`config.mk`:
```
export PLATFORM = sky130hd
export DESIGN_NAME = apb_nslave_master_flat
export DESIGN_NICKNAME = d
export VERILOG_FILES = /design/src/rtl/apb_nslave_master_if.sv /design/src/rtl/apb_nslave_master.sv /design/src/flat_wrapper.sv
export SDC_FILE = /design/constraint.sdc
export NUM_CORES = 1
export LEC_CHECK = 0
export CAP_MARGIN = 20
export CORE_ASPECT_RATIO = 1.1
export CORE_UTILIZATION = 41
export CTS_CLUSTER_DIAMETER = 60
export DETAILED_ROUTE_END_ITERATION = 16
export PLACE_DENSITY = 0.77
export REMOVE_ABC_BUFFERS = 1
export SYNTH_ARGS = -nofsm -noshare
export SYNTH_HDL_FRONTEND = slang
export SYNTH_SLANG_ARGS = --single-unit
```
`constraint.sdc`:
```
create_clock -name pclk -period 1.85 [get_ports pclk]
set_input_delay 0.185 -clock pclk [delete_from_list [all_inputs] [get_ports pclk]]
set_output_delay 0.185 -clock pclk [all_outputs]
set_load 0.02 [all_outputs]
```
`src/rtl/apb_nslave_master_if.sv`:
```
// apb_nslave_master_if: APB bus between one bridge and NUM_SLAVES slaves
interface apb_nslave_master_if #(
   parameter int AW         = 9,
   parameter int DW         = 8,
   parameter int NUM_SLAVES = 2
);
   logic [AW-1:0]            paddr;
   logic [NUM_SLAVES-1:0]    psel;
   logic                     penable;
   logic                     pwrite;
   logic [DW-1:0]            pwdata;
   logic [NUM_SLAVES*DW-1:0] prdata;
   logic [NUM_SLAVES-1:0]    pready;
   logic [NUM_SLAVES-1:0]    pslverr;
   modport master (output paddr, psel, penable, pwrite, pwdata, input prdata, pready, pslverr);
   modport slave (input paddr, psel, penable, pwrite, pwdata, output prdata, pready, pslverr);
endinterface

```
`src/rtl/apb_nslave_master.sv`:
```
// apb_nslave_master: APB master bridge decoding NUM_SLAVES slaves with wait states, timeout and error reporting
module apb_nslave_master #(
   parameter int AW         = 9,
   parameter int DW         = 8,
   parameter int NUM_SLAVES = 2,
   parameter int TIMEOUT    = 16
) (
   input  logic                pclk,
   input  logic                preset,
   input  logic                transfer,
   input  logic                read_write,
   input  logic [AW-1:0]       apb_write_paddr,
   input  logic [DW-1:0]       apb_write_data,
   input  logic [AW-1:0]       apb_read_paddr,
   output logic [DW-1:0]       apb_read_data_out,
   output logic                busy,
   output logic                xfer_done,
   output logic                xfer_err,
   apb_nslave_master_if.master bus
);
   localparam int SEL_BITS = $clog2(NUM_SLAVES);
   localparam int CW = TIMEOUT > 1 ? $clog2(TIMEOUT + 1) : 1;
   typedef enum logic [1:0] {IDLE, SETUP, ACCESS} state_t;
   state_t              state, state_d;
   logic [SEL_BITS-1:0] idx_q, new_idx;
   logic [CW-1:0]       wait_cnt;
   logic [AW-1:0]       new_addr;
   logic                dec_ok, ready, slverr, complete, abort, accept;
   assign new_addr = read_write ? apb_read_paddr : apb_write_paddr;
   assign new_idx  = new_addr[AW-1 -: SEL_BITS];
   assign dec_ok   = int'(new_idx) < NUM_SLAVES;
   assign ready    = bus.pready[idx_q];
   assign slverr   = bus.pslverr[idx_q];
   assign complete = state == ACCESS && ready;
   assign abort    = state == ACCESS && !ready && TIMEOUT > 0 && wait_cnt == CW'(TIMEOUT - 1);
   assign accept   = transfer && (state == IDLE || complete);
   assign busy     = state != IDLE;
   assign bus.penable = state == ACCESS;
   assign bus.psel = busy ? NUM_SLAVES'(1) << idx_q : '0;
   // next state: a decodable accept always starts SETUP, SETUP always advances, ACCESS ends on ready or timeout
   always_comb begin
      state_d = (accept && dec_ok) ? SETUP :
                (state == SETUP) ? ACCESS :
                (complete || abort) ? IDLE : state;
   end
   // state register
   always_ff @(posedge pclk) begin
      state <= preset ? IDLE : state_d;
   end
   // request capture, wait counter, completion pulses and read data
   always_ff @(posedge pclk) begin
      if (preset) begin
         idx_q             <= '0;
         bus.paddr         <= '0;
         bus.pwrite        <= 1'b0;
         bus.pwdata        <= '0;
         wait_cnt          <= '0;
         xfer_done         <= 1'b0;
         xfer_err          <= 1'b0;
         apb_read_data_out <= '0;
      end else begin
         if (accept && dec_ok) begin
            idx_q      <= new_idx;
            bus.paddr  <= new_addr;
            bus.pwrite <= !read_write;
            bus.pwdata <= read_write ? '0 : apb_write_data;
         end
         wait_cnt  <= (state == ACCESS && !ready && !abort) ? wait_cnt + CW'(1) : '0;
         xfer_done <= complete || abort || (accept && !dec_ok);
         xfer_err  <= (complete && slverr) || abort || (accept && !dec_ok);
         if (complete && !bus.pwrite && !slverr)
            apb_read_data_out <= bus.prdata[idx_q*DW +: DW];
      end
   end
endmodule

```
`src/flat_wrapper.sv`:
```
// flat-port wrapper written by rule: the top's interface ports become plain ports
module apb_nslave_master_flat 
#(
   parameter int AW         = 9,
   parameter int DW         = 8,
   parameter int NUM_SLAVES = 2,
   parameter int TIMEOUT    = 16
)
  (pclk, preset, transfer, read_write, apb_write_paddr, apb_write_data, apb_read_paddr, apb_read_data_out, busy, xfer_done, xfer_err, bus_paddr, bus_psel, bus_penable, bus_pwrite, bus_pwdata, bus_prdata, bus_pready, bus_pslverr);
  apb_nslave_master_if #(.AW(AW), .DW(DW), .NUM_SLAVES(NUM_SLAVES)) bus_i ();
  input  logic pclk;
  input  logic preset;
  input  logic transfer;
  input  logic read_write;
  input  logic [AW-1:0] apb_write_paddr;
  input  logic [DW-1:0] apb_write_data;
  input  logic [AW-1:0] apb_read_paddr;
  output logic [DW-1:0] apb_read_data_out;
  output logic busy;
  output logic xfer_done;
  output logic xfer_err;
  output wire logic [$bits(bus_i.paddr)-1:0] bus_paddr;
  output wire logic [$bits(bus_i.psel)-1:0] bus_psel;
  output wire logic [$bits(bus_i.penable)-1:0] bus_penable;
  output wire logic [$bits(bus_i.pwrite)-1:0] bus_pwrite;
  output wire logic [$bits(bus_i.pwdata)-1:0] bus_pwdata;
  input wire logic [$bits(bus_i.prdata)-1:0] bus_prdata;
  input wire logic [$bits(bus_i.pready)-1:0] bus_pready;
  input wire logic [$bits(bus_i.pslverr)-1:0] bus_pslverr;
  assign bus_paddr = bus_i.paddr;
  assign bus_psel = bus_i.psel;
  assign bus_penable = bus_i.penable;
  assign bus_pwrite = bus_i.pwrite;
  assign bus_pwdata = bus_i.pwdata;
  assign bus_i.prdata = bus_prdata;
  assign bus_i.pready = bus_pready;
  assign bus_i.pslverr = bus_pslverr;
  apb_nslave_master #(.AW(AW), .DW(DW), .NUM_SLAVES(NUM_SLAVES), .TIMEOUT(TIMEOUT)) u_core (.pclk(pclk), .preset(preset), .transfer(transfer), .read_write(read_write), .apb_write_paddr(apb_write_paddr), .apb_write_data(apb_write_data), .apb_read_paddr(apb_read_paddr), .apb_read_data_out(apb_read_data_out), .busy(busy), .xfer_done(xfer_done), .xfer_err(xfer_err), .bus(bus_i));
endmodule
```
# ---- After elaboration in Yosys (flattened, before gate mapping)
# Cells that the tools add are included.
dict set report totals {
  regBits 36
  n_memories 0
  rom_bits 0
  latchBits 0
  ram_bits 0
}
dict set report op_classes {
  n_mux 10
  reduce_logical 22
  addsub 1
  n_shift 2
  n_eq_ne 3
  bitwise 1
  n_lt_le_gt_ge 1
  div_mod_pow 0
  multipliers 0
}
# operator count
set op_table {}
lappend op_table {{$shiftx A16 B5 Y8} 1}
lappend op_table {{$mux W9} 1}
lappend op_table {{$logic_and A1 B1 Y1} 8}
lappend op_table {{$mux W8} 1}
lappend op_table {{$mux W2} 3}
lappend op_table {{$add A5 B1 Y5 const B} 1}
lappend op_table {{$eq A5 B4 Y1 const B} 1}
lappend op_table {{$logic_not A1 Y1} 5}
lappend op_table {{$mux W1} 5}
lappend op_table {{$reduce_bool A2 Y1} 2}
lappend op_table {{$reduce_or A2 Y1} 2}
lappend op_table {{$logic_or A1 B1 Y1} 3}
lappend op_table {{$reduce_bool A3 Y1} 1}
lappend op_table {{$eq A2 B1 Y1 const B} 1}
lappend op_table {{$eq A2 B2 Y1 const B} 1}
lappend op_table {{$logic_not A2 Y1} 1}
lappend op_table {{$lt A1 B2 Y1 const B} 1}
lappend op_table {{$shl A1 B1 Y2 const A} 1}
lappend op_table {{$not A1 Y1} 1}

# ---- Depth between registers and ports, before layout
dict set report logic_depth {
  word_depth 9
  depth_mapped 6
  mapped_depth_nobuf 6
}

# ---- Worst setup path after synthesis
# No wires, ideal clock.
dict set report synth_path {
  path_type {reg2reg}
  startpoint {reg u_core.bus.paddr[8] (netlist name)}
  endpoint {reg u_core.apb_read_data_out[0]}
  path_buffers 2
  setup_ns 0.121
  t_required_ns 1.729
  slack_ns 0.206
  t_arrival_ns 1.523
  path_stages_with_launch 6
  cell_sequence {dfxtp_1 buf_6 or3b_1 a211o_1 buf_6 mux2_4}
}
# item line_no
set synth_rtl {}
lappend synth_rtl {{to (signal assigned)} apb_nslave_master.sv:72} ;# apb_read_data_out <= bus.prdata[idx_q*DW +: DW];
lappend synth_rtl {{to (decl)} apb_nslave_master.sv:15} ;# output logic [DW-1:0] apb_read_data_out,

# ---- Worst setup path in the final report
dict set report layout_path {
  startpoint {reg u_core.bus.paddr[8]}
  endpoint {out bus_paddr[8]}
}
# item line_no
set layout_rtl {}
lappend layout_rtl {{from (decl)} apb_nslave_master_if.sv:15} ;# modport master (output paddr, psel, penable, pwrite, pwdata, input prdata, pready, pslverr);
lappend layout_rtl {{from (signal assigned)} apb_nslave_master.sv:64} ;# bus.paddr <= new_addr;
lappend layout_rtl {{to (decl)} flat_wrapper.sv:22} ;# output wire logic [$bits(bus_i.paddr)-1:0] bus_paddr;
# No word-level cell between the ends.

==> results by group <==
Status
  – Outcome: completed

Routing
  – Starting DRT DRC Count: 65
  – WL final: 4.49 mm
  – Drt pass-1 iters: 4
  – DRC: 0
  – Vias per cell: just over 5
  – Post-route ant nets: 0
  – Vias: 1,668
  – DR WL/cell: 13.6 µm

Floorplan
  – Ports: 82
  – Die W: 64.8 µm
  – Placement Rows: 24
  – Core ar.: 4050 µm²
  – Initial core utilization: a little over two fifths
  – Die area: approximately 4600 µm²
  – Die height: 71.1 µm

Pwr
  – Max VDD drop: around 0.50 mV
  – P_int: 1330 µW
  – Comb pwr share: 24.9%
  – Reg power frac: 44.9%
  – Clock power share: between 30 and 40%
  – LEAKAGE: 0.00104 µW
  – Psw: 479 µW
  – PwrDens: 658 nW/µm²
  – Sw Ratio: around a quarter

Yosys
  – Ys async rst share: 0%
  – Cell accounting for the most synthesized area: dfxtp_1
  – Sequential fraction of the synthesis area: 39.4%
  – Synth Cell Area: 1780 µm²
  – #FFs+latches synth: 35
  – Syn Area/Cell: 9.16 µm²
  – Yosys warning total: 0
  – Synth Flop Type: dfxtp_1
  – Mapped Cells: 194
  – Post-synth EDFFs: 0
  – Netlist cell types: 30
  – Synth area leaders: dfxtp_1 39%, a211oi_1 7.6%, mux2_2 7.0%
  – Share of the synthesized area in the top cell type: 39.4%

Place
  – Post-DP HPWL: approximately 3.4 mm
  – Buffers on Ports: 81
  – RD Place Congestion: 0.751
  – Placed Area: roughly 2700 µm²

Critical path
  – Critical path class: reg -> out
  – Worst EP arrival: 1540 ps
  – Critical Path RT: 1660 ps
  – Cell depth of the worst flop-to-flop path: 4
  – R2R Path Start: u_core.bus.paddr[8]
  – CP max-delay cell: clkdlybuf4s50_1
  – Reg2Reg Setup Slack: 130 ps
  – Critical path, cell by cell: buf_4, clkdlybuf4s50_1
  – Critical R2R Capture: u_core.bus.pwrite
  – CP Capture Type: output pin
  – Crit-path max cell delay: 650 ps
  – Worst Setup Start Kind: flop
  – Crit-path max FO: 14

Global route
  – Initial antenna violation count: 0
  – All-layer global routing usage: 20.5%
  – Total gr overflow: 0
  – Largest net degree at the start of global routing: 24
  – Vias in the first global route: 1,524
  – First-pass GRT wire length: 7.12 mm

Timing
  – Max Clock Skew: 2.63 ps
  – Post-Route Setup TNS: 0 ps
  – Max_slew headroom: 56.8%
  – Final period util: between 90% and 100%
  – Slew @ Worst Pin: 648 ps
  – F_max: a little under 600 MHz
  – Period minus WS final: between 1500 and 2000 ps
  – Count of final hold-check violations: 0
  – Finish-stage setup viols: 0
  – Fin. max-slew vios: 0
  – Unrepaired setup endpoints after global routing: false

Clock network
  – CTS root buf: clkbuf_8
  – CTS Buffer Depth: 2
  – Worst-path clk slew: about 70 ps
  – Clock Latency Late Sink: 280 ps
  – H-tree Lvls: 2
  – Cts hold-fix bufs: 0
  – CTS Buf Count: 5
  – CTS tree: yes
  – Clock Sink Count: 35

Cells and area
  – Commonest non-fill, non-tap cell in the layout: clkdlybuf4s50_1
  – Post-route cell area: roughly 2700 µm²
  – Most frequent cells in the layout: 80 x clkdlybuf4s50_1, 35 x dfxtp_1, 19 x nor2_1
  – Share of layout cells above drive strength 1: roughly 14%
  – Sequential cell area: 701 µm²
  – Area of the multi-input gates: 931 µm²
  – Ant diodes: 0
  – Final #Nets: 329
  – Filler instances: 346
  – Area growth from synthesis to layout: 54.3%

Hold path
  – WHS Endpoint: u_core.wait_cnt[0]
  – Min-Delay Path Class: reg -> reg
  – Hold Startpoint: u_core.wait_cnt[0]
  – Hold Path Cell Cnt: 1

Flow run
  – Max Cap Viol: 0
worst max path at each step:
stage                                    from                           to  cells after the start
final                     u_core.bus.paddr[8]                 bus_paddr[8]                      2
after global routing      u_core.bus.paddr[8]            u_core.bus.pwrite                      4
after CTS                 u_core.bus.paddr[8]                 bus_paddr[8]                      2
after detailed placement        bus_pready[0]  u_core.apb_read_data_out[4]                      4
after global placement          bus_pready[0]  u_core.apb_read_data_out[2]                      4
after floorplan           u_core.bus.paddr[8]            u_core.bus.pwrite                      3
critical path, delay by kind of cell (launching register included):
family                 cells  cell delay [ps]
buffers and inverters      2              900
flip-flops                 1              350
layer usage:
layer  global-route usage [%]  wire length, µm  share of wire [%]  vias up
met2                     33.9             2250                 50       46
met3                     5.97              256                5.7        2
met1                     25.5             1960                 44      771
li1                         -                -                  -      849
met4                     5.93               29               0.65        0
met5                        0                0                  0        -
registers in the layout, summed over array words and instances, names as in the netlist:
name,cells
u_core.bus.pwrite,1
u_core.state,2
u_core.wait_cnt,5
u_core.xfer_err,1
u_core.bus.paddr,9
u_core.xfer_done,1
u_core.apb_read_data_out,8
u_core.bus.pwdata,8
timing repair:
action                                  CTS  global route
resized for setup                         1             0
hold endpoints to repair                  0             0
endpoints found under the setup margin    1             0
buffers inserted                          0             0
per-stage QoR:
step | setup slack [ps] | util, % | std cells | power (µW) | hold WS, ps
after floorplan | -583 | - | 177 | 1020 | 254
after global placement | -127 | 65.6 | 322 | 1270 | 428
after detailed placement | -146 | 65.6 | 322 | 1280 | 437
after CTS | 108 | 67.7 | 329 | 1820 | 446
after global routing | 13.8 | 67.7 | 329 | 1900 | 480
final | 125 | 67.7 | 329 | 1800 | 441
final cells by class:
class | count | area share [%]
sequential | 35 | 25.5
multi-input combinational | 126 | 33.9
timing repair buffer | 93 | 32.8
clock buffer | 6 | 3.01
tap | 52 | 2.37
inverter | 16 | 2.19
clock inverter | 1 | 0.182
cells by family (layout without fill, tap and decap cells):
family | after synthesis | in the layout | share of synthesized area (%)
xor gates and xnor gates | 2 | 2 | 0.985
DFF | 35 | 35 | 39.4
AOI/OAI and AO/OA | 38 | 38 | 15.8
buffers and inverters | 33 | 116 | 8.23
muxes | 28 | 28 | 18.8
and+or+nand+nor | 56 | 56 | 15.4
adders and majority gates | 2 | 2 | 1.41
power groups by stage:
stage,registers (µW),logic [µW],clock network [µW]
CTS,810,453,560
finish,810,449,546
global route,814,483,601
global placement,826,447,0
floorplan,875,144,0
detailed placement,827,452,0
cells in the mapped netlist, drive strengths merged, types with 2 or more instances:
library cell / count
dfxtp: 35
mux2: 19
nor2: 19
a211oi: 18
inv: 15
clkbuf: 11
nand2: 10
nor2b: 10
a31oi: 9
mux2i: 9
nand3: 9
o2111ai: 8
buf: 6
ha: 2
nand2b: 2
Power figures use the tool's default switching activity.
==> variant (config.mk and constraints unchanged) <==
The 3 states of `state_t` get a one-hot encoding in 3 bits.
--- a/src/rtl/apb_nslave_master.sv
+++ b/src/rtl/apb_nslave_master.sv
@@ -22,3 +22,3 @@
    localparam int CW = TIMEOUT > 1 ? $clog2(TIMEOUT + 1) : 1;
-   typedef enum logic [1:0] {IDLE, SETUP, ACCESS} state_t;
+   typedef enum logic [2:0] {IDLE = 3'b001, SETUP = 3'b010, ACCESS = 3'b100} state_t;
    state_t              state, state_d;
Formal check against the unedited RTL: same outputs for any inputs over 10 cycles, from zero or initial values and one cycle with preset high; not proved beyond that.
==> variant against the original RTL <==
Total power is 19% higher. Die area shrank 1.9%. Synthesized area shrank 2.0%. Wire length down 3.3%. Fmax rose by 1.3%. Sequential cell count rose by 1. Worst setup slack gained 0.021 ns. Register-to-register slack improved by 0.02 ns. Final area grew 3.0%.
==> variant: results (changes against the original RTL) <==
[final_layout]
nFillCells = 328  ; -5.2%
largestRegisters = u_core.bus.paddr x9, u_core.apb_read_data_out x8, u_core.bus.pwdata x8
nNetsFinal = 325  ; -1.2%
drive_gt1_frac = 0.1423  ; +0.001542
n_antenna_cell = 0  ; unchanged

[route]
first_iter_violations = 62  ; -4.6%
vias_per_cell = 5.071  ; about the same
drt-pass1-iter-count = 4  ; unchanged
wl_per_cell_um = 13.32  ; -2.4%

[timing]
tightestPinTransition_ns = 0.5514  ; -0.09616 ns
skew_ns = 0.003766  ; +0.001131 ns

[worst_setup_path]
worst_setup_path_start_kind = register
reg2reg_from = u_core.wait_cnt[0]
critPathMaxFanout = 5  ; -9
crit_arrival_ns = 1.94  ; +0.40 ns

[cts]
h-tree-depth = 2  ; unchanged
numCtsBuffers = 5  ; unchanged
post_cts_buffers = 0  ; unchanged
cts.clk_slew.worst_paths_ns = 0.07  ; about the same
worstSkewPairLatency_ns = 0.29
clock_path_buffers = 2  ; unchanged

[power]
ir_drop_mv = 0.6245  ; +24%
leakagePower_nw = 1.059  ; +1.4%

[run_status]
outcome = completed

[min_path]
hold_path_class = reg -> reg
hp-start = u_core.wait_cnt[0]

[global_routing]
grt_pass1_wl_um = 7245  ; +1.8%
antenna_found_initial = 0  ; unchanged
grt_max_degree = 22  ; -8.3%
grt_usage = 0.2037  ; -0.0009508
first_global_vias = 1650  ; +8.3%

[placement]
gp_congestion = 0.7698  ; +2.5%
hpwl_um = 3262  ; -5.1%
placed_area_um2 = 2718  ; +2.3%
place_ws_ns = 0.01569  ; +0.1617 ns
portBuffers = 81  ; unchanged

[synthesis]
ys_top_cells_by_count = dfxtp_1 (36), a211oi_1 (26), nand2_1 (18)
ys_top_cells_by_area = dfxtp_1 (41%), a211oi_1 (11%), mux2i_1 (9.8%), a221oi_2 (6.9%), nand2_1 (3.9%)
yosysSeqAreaShare = 0.4135  ; +0.01941
ys_warn_count = 0  ; unchanged
synth.distinct_cells = 36  ; +20%

[variant: through the flow]
| stage | instances | power, W | utilization |
|---|---|---|---|
| detailed placement | 318 | 0.001493 | 0.6754 |
| global placement | 318 | 0.001485 | 0.6754 |
| finish | 326 | 0.002154 | 0.7024 |
| floorplan | 170 | 0.001143 | - |
| CTS | 326 | 0.002171 | 0.7024 |
| global route | 326 | 0.002262 | 0.7024 |
[variant: final timing paths]
kind                                           end  slack [ns]  cells after the start
worst min-delay path            u_core.wait_cnt[0]        0.45                      1
worst min register to register  u_core.wait_cnt[0]        0.45                      1
worst max-delay path            u_core.wait_cnt[3]        0.15                      5
worst max register to register  u_core.wait_cnt[3]        0.15                      5
[variant: report_power, final]
group	internal [W]	switching (W)
clock	0.000399	0.000288
sequential	0.000825	0.0000289
combinational	0.000326	0.000288
total	0.00155	0.000605
[variant: routing by layer]
metal  global-route usage  vias to the layer above  share of wire
met1               0.2165                      740           0.41
li1                     -                      839              -
met2               0.3617                       70           0.47
met4              0.04938                        0         0.0083
met5                    0                        -              0
met3              0.09314                        4           0.11
[variant: cell type report]
class / instances / area share
Multi-Input combinational cell: 119 / 0.3245
Sequential cell: 36 / 0.2550
Clock buffer: 5 / 0.02435
Timing Repair Buffer: 96 / 0.3382
Clock inverter: 3 / 0.01505
Inverter: 15 / 0.01992
Tap cell: 52 / 0.02302
[variant: cell families after synthesis]
group	share of synthesized area
flip-flops	0.4135
adder cells (fa/ha/maj)	0.01436
AO/OA/AOI/OAI	0.2233
XOR/XNOR	0.01005
multiplexers	0.1041
buffers and inverters	0.06891
AND/OR/NAND/NOR	0.1658
[variant: timing repair]
item,CTS,global route
resized for setup,5,0
hold buffers,0,0
setup endpoints to repair,4,0
[variant: critical path, cell delays in order (launching register included)]
cell	delay (ns)
dfxtp_1	0.33
ha_1	0.21
and3_1	0.19
ha_1	0.22
or4_4	0.59
nor2_1	0.11
